`src/rtl/data_mem_responder.sv`:
```
// Byte-wide data-memory responder for the load/store port: one request in flight,
// writes commit and reads sample at acceptance, response after WAIT_CYCLES wait states.
module data_mem_responder #(
  parameter  int unsigned DEPTH       = 256,
  parameter  int unsigned WAIT_CYCLES = 0,
  localparam int unsigned AW          = 8,
  localparam int unsigned DW          = 8,
  localparam int unsigned TW          = 16
) (
  input  logic          clk,
  input  logic          reset,
  input  logic          req_valid_i,
  output logic          req_ready_o,
  input  logic          req_write_i,
  input  logic [AW-1:0] req_addr_i,
  input  logic [DW-1:0] req_wdata_i,
  output logic          resp_valid_o,
  input  logic          resp_ready_i,
  output logic [DW-1:0] resp_rdata_o,
  output logic          resp_err_o,
  output logic [TW-1:0] txn_count_o
);

  localparam int unsigned CW  = 4;
  localparam int unsigned AW1 = AW + 1;
  localparam int unsigned IW  = (DEPTH > 1) ? $clog2(DEPTH) : 1;
  localparam logic [CW-1:0] CNT_LOAD = (WAIT_CYCLES == 0) ? '0 : CW'(WAIT_CYCLES - 1);

  typedef enum logic [1:0] {
    ST_IDLE = 2'd0,
    ST_WAIT = 2'd1,
    ST_RESP = 2'd2
  } state_e;

  state_e        state_q, state_d;
  logic [CW-1:0] cnt_q, cnt_d;
  logic [DW-1:0] rdata_q, rdata_d;
  logic          err_q, err_d;
  logic [TW-1:0] txn_q, txn_d;
  logic          req_ready_q;
  logic          resp_valid_q;
  logic          mem_we;
  logic          in_range;
  logic [IW-1:0] mem_idx;

  // Memory contents survive reset; only written at a store's accept edge.
  logic [DW-1:0] mem_q [DEPTH];

  assign in_range = (AW1'(req_addr_i) < AW1'(DEPTH));
  assign mem_idx  = req_addr_i[IW-1:0];

  // Next-state, accept decode and response capture.
  always_comb begin
    state_d = state_q;
    cnt_d   = cnt_q;
    rdata_d = rdata_q;
    err_d   = err_q;
    txn_d   = txn_q;
    mem_we  = 1'b0;
    unique case (state_q)
      ST_IDLE: begin
        if (req_valid_i && req_ready_q) begin
          err_d   = ~in_range;
          rdata_d = '0;
          if (in_range) begin
            if (req_write_i) begin
              mem_we = 1'b1;
            end else begin
              rdata_d = mem_q[mem_idx];
            end
          end
          if (WAIT_CYCLES == 0) begin
            state_d = ST_RESP;
          end else begin
            state_d = ST_WAIT;
            cnt_d   = CNT_LOAD;
          end
        end
      end
      ST_WAIT: begin
        if (cnt_q == '0) begin
          state_d = ST_RESP;
        end else begin
          cnt_d = cnt_q - CW'(1);
        end
      end
      ST_RESP: begin
        if (resp_ready_i) begin
          state_d = ST_IDLE;
          if (txn_q != '1) begin
            txn_d = txn_q + TW'(1);
          end
        end
      end
      default: state_d = ST_IDLE;
    endcase
  end

  // Handshake flags are registered from the next state so they track it exactly.
  always_ff @(posedge clk or posedge reset) begin
    if (reset) begin
      state_q      <= ST_IDLE;
      cnt_q        <= '0;
      rdata_q      <= '0;
      err_q        <= 1'b0;
      txn_q        <= '0;
      req_ready_q  <= 1'b0;
      resp_valid_q <= 1'b0;
    end else begin
      state_q      <= state_d;
      cnt_q        <= cnt_d;
      rdata_q      <= rdata_d;
      err_q        <= err_d;
      txn_q        <= txn_d;
      req_ready_q  <= (state_d == ST_IDLE);
      resp_valid_q <= (state_d == ST_RESP);
    end
  end

  always_ff @(posedge clk) begin
    if (mem_we) begin
      mem_q[mem_idx] <= req_wdata_i;
    end
  end

  assign req_ready_o  = req_ready_q;
  assign resp_valid_o = resp_valid_q;
  assign resp_rdata_o = rdata_q;
  assign resp_err_o   = err_q;
  assign txn_count_o  = txn_q;

  // A stalled response must hold its payload.
  a_resp_stable: assert property (@(posedge clk) disable iff (reset)
    (resp_valid_q && !resp_ready_i) |=> (resp_valid_q && $stable(rdata_q) && $stable(err_q)));

  a_one_outstanding: assert property (@(posedge clk) disable iff (reset)
    !(req_ready_q && resp_valid_q));

endmodule

```
`config.mk`:
```
export PLATFORM = sky130hd
export DESIGN_NAME = data_mem_responder
export DESIGN_NICKNAME = d
export VERILOG_FILES = /design/src/rtl/data_mem_responder.sv
export SDC_FILE = /design/constraint.sdc
export NUM_CORES = 2
export LEC_CHECK = 0
export CAP_MARGIN = 20
export CORE_ASPECT_RATIO = 1.4
export CORE_MARGIN = 8
export CORE_UTILIZATION = 50
export CTS_CLUSTER_SIZE = 30
export DETAILED_ROUTE_END_ITERATION = 10
export GPL_TIMING_DRIVEN = 0
export PLACE_DENSITY = 0.68
export SYNTH_ARGS = -nofsm -noshare
export SYNTH_HDL_FRONTEND = slang
export SYNTH_SLANG_ARGS = --single-unit
```
`constraint.sdc`:
```
create_clock -name clk -period 2.4 [get_ports clk]
set_input_delay 0.48 -clock clk [delete_from_list [all_inputs] [get_ports clk]]
set_output_delay 0.48 -clock clk [all_outputs]
set_load 0.1 [all_outputs]
```
==> metrics.md <==
| Metric | Value |
|---|---|
| H-tree levels | `4` |
| Number of flops mapped to enable cells by yosys | `2048` |
| Clock Latency Late Sink | `between 800 and 900 ps` |
| Yosys cell types | `64` |
| Max Slew Vio Count | `0` |
| Clock buffer depth | `3` |
| Share of layout cells above drive strength 1 | `36.3%` |
| Flop and latch count out of synthesis | `~2100` |
| Commonest non-fill, non-tap cells in the layout | `edfxtp_1 (2048), mux4_2 (412), nor2_4 (240)` |
| Slew HR | `between 30% and 40%` |
| Cell area after placement | `85600 um2` |
| Number of detailed-route iterations in the first pass | `6` |
| CTS Root Cell | `clkbuf_16` |
| Number of global-route vias before repair | `between 40000 and 50000` |
| Worst path required time | `about 3100 ps` |
| Final nets | `~4400` |
| Leak Pwr | `around 31 nW` |
| Routed Wire Length | `around 250 mm` |
| DRT antenna net count | `0` |
| Clock sink count | `between 2000 and 2500` |
| Worst path arrival time | `~3400 ps` |
| R2R cell count | `6` |
| Slew @ Worst Pin | `1040 ps` |
| Leading cell type in the layout, fill and taps excluded | `edfxtp_1` |
| Tmin final | `between 2000 and 3000 ps` |
| Rows | `~170` |
| Peak VDD IR | `0.711 mV` |
| Worst Skew | `54.6 ps` |
| DR vias/cell | `between 6 and 7` |
| PnR worst setup slack | `-272 ps` |
| CP Launch Type | `primary input` |
| Critical path class | `primary input to flip-flop` |
| Failing checks | `negative setup slack` |
| Chip Height | `between 400 and 500 um` |
| Maximum fanout along the worst path | `10` |
| Initial core utilization | `50.3%` |
| First-pass GRT wire length | `~340 mm` |
| Fin area | `about 99000 um2` |
| Dpl ws | `-3930 ps` |
| IO Pins | `48` |
| Final-report setup violation count | `238` |
| Part of the cycle the worst path needs | `111%` |
| RD Place Congestion | `between 0.9 and 1` |
| I/O Buffers | `43` |
| Ys async rst share | `1.54%` |
| Unrepaired setup endpoints after global routing | `true` |
| DIE AREA | `175000 um2` |
| Num CTS Buffers | `around 190` |
| Drt wl/cell | `between 30 and 40 um` |
| Pwr/cell area | `just under 800 nW/um2` |
| Syn_nets | `3912` |
| FILL cells | `10500` |
| Area of the core | `roughly 160000 um2` |
| # DRC | `0` |
| Setup TNS | `-6630 ps` |
| DPL Wire Length | `166 mm` |
| Synthesized area | `80700 um2` |
| Vias | `between 40000 and 50000` |
| Highest clock rate | `roughly 370 MHz` |
| Total Routing Usage GR | `28.5%` |
| Max-cap violations | `0` |
| YS warnings | `0` |
| Cells after synthesis | `a little under 4000` |
| Fin. Hold Viols | `0` |
| Largest net degree at the start of global routing | `165` |
| Area Overhead vs Synth | `22.5%` |
| Hold WC Path Type | `primary input to flip-flop` |
| Worst-path clk slew | `around 70 ps` |
| TritonCTS clock tree | `built` |
| Synthesized area per cell | `~21 um2` |
| Power after layout | `roughly 77 mW` |
| GR Overflow Total | `0` |
| Min-Delay Path Depth | `1` |
| Sequential element share of the synthesized area | `~77%` |
| Initial antenna violation count | `13` |
| Crit. End Element | `flip-flop` |
| 1st-iter DRT viols | `between 6000 and 7000` |
| Status | `complete, but fails checks` |
| Most used DFF post-synth | `edfxtp_1` |
| Die X | `approximately 360 um` |
==> registers in the layout, summed over array words and instances, names as in the netlist <==
name,flops
mem_q,2048
resp_rdata_o,8
req_ready_o,1
cnt_q,4
state_q,2
resp_valid_o,1
txn_count_o,16
==> cells in the mapped netlist, drive strengths merged (3+ instances only) <==
library cell  number  area share [%]
nand2             71            0.33
nand4bb            3           0.042
a221oi            32            0.35
a21o              11            0.10
edfxtp          2048              76
a22oi            118             1.1
and3b              3           0.033
mux2i            237             2.9
a21oi             21            0.13
and2               7           0.054
and4               4           0.043
a31oi             32            0.25
nor4              22            0.17
dfrtp             32            0.99
a221o              6           0.074
o221ai             3           0.033
o211ai            20            0.19
a2111oi           13            0.14
mux2              12            0.17
o31ai              9           0.084
a22o              12            0.13
nand3             19            0.12
a41oi              7           0.076
or4                5           0.047
nand4              6           0.047
buf              156             1.2
o22ai             60            0.47
o21ai             21            0.13
nor2b             28            0.22
nand4b             4           0.043
nor2             278             1.3
xnor2             13            0.14
and3               8           0.062
mux4             412              12
nor3b              4           0.037
xor2               4           0.043
inv                9           0.042
nand2b             4           0.031
a211oi             9           0.084
or3                8           0.062
clkbuf            72            0.34
nor3              23            0.14
==> layout make-up <==
cell class	count	area, um2	area share [%]
Buffer	226	2750	2.79
Multi-Input combinational cell	1571	20500	20.8
Timing Repair Buffer	302	4330	4.38
Inverter	10	42.5	0.0430
Antenna cell	4	10.0	0.0101
Sequential cell	2080	62300	63.0
Clock buffer	241	4940	5.00
Clock inverter	104	1260	1.27
Tap cell	2112	2640	2.67
==> worst paths after layout <==
| kind | start | to | slack (ps) |
|---|---|---|---|
| setup reg to reg | mem_q[30][6] | resp_rdata_o[6] | -170 |
| max in group asynchronous | reset | req_ready_o | 1740 |
| setup / recovery | req_addr_i[1] | resp_rdata_o[6] | -270 |
| hold reg to reg | txn_count_o[13] | txn_count_o[13] | 490 |
| hold / removal | req_wdata_i[6] | mem_q[61][6] | 30 |
| min in group asynchronous | reset | resp_rdata_o[4] | 50 |
==> critical path: stages <==
cell,delay (ps)
buf_4,270
buf_6,320
buf_6,340
buf_4,340
mux4_2,350
a22oi_1,420
a31oi_1,320
a21oi_4,400
o31ai_1,110
==> repair_timing <==
action | 4_1_cts | 5_1_grt
hold buffers | 0 | 0
buffers inserted | 181 | 28
cloned | 10 | 7
gates resized for setup | 687 | 274
pin swaps | 153 | 52
setup endpoints to repair | 2082 | 1963
==> power breakdown <==
part           switching, mW  leakage, nW  internal [mW]
logic                   4.28         9.29           1.82
clock network           13.7         3.02           17.0
registers              0.165         18.8           40.0
==> layer usage <==
layer	track usage, %	up-vias	part of all wire, %	wire, um
met5	0.0278	-	0.0063	16
met3	7.49	859	11	28500
met2	45.1	3160	47	121000
met1	33.6	22900	32	82200
met4	21.3	2	9.2	23400
li1	-	17200	-	-
==> per-stage QoR <==
stage	hold WS (ps)	utilization [%]	instances
6_report	26.5	61.6	6650
5_1_grt	45.5	61.6	6648
4_1_cts	33.2	60.7	6613
3_5_place_dp	483	53.4	6077
3_3_place_gp	474	53.0	6044
2_1_floorplan	467	-	3889
==> kinds of logic (layout without fill, tap and decap cells) <==
kind of cell	Yosys count	after routing	synth area share (%)
simple gates	507	507	2.90
fa+ha+maj	2	2	0.0310
mux	661	661	14.6
flops	2080	2080	77.2
xor+xnor	17	17	0.185
other cells	1	5	0.00465
buf+inv	238	883	1.63
compound gates	383	383	3.43
Note: power is estimated with default switching activity, not from simulation.
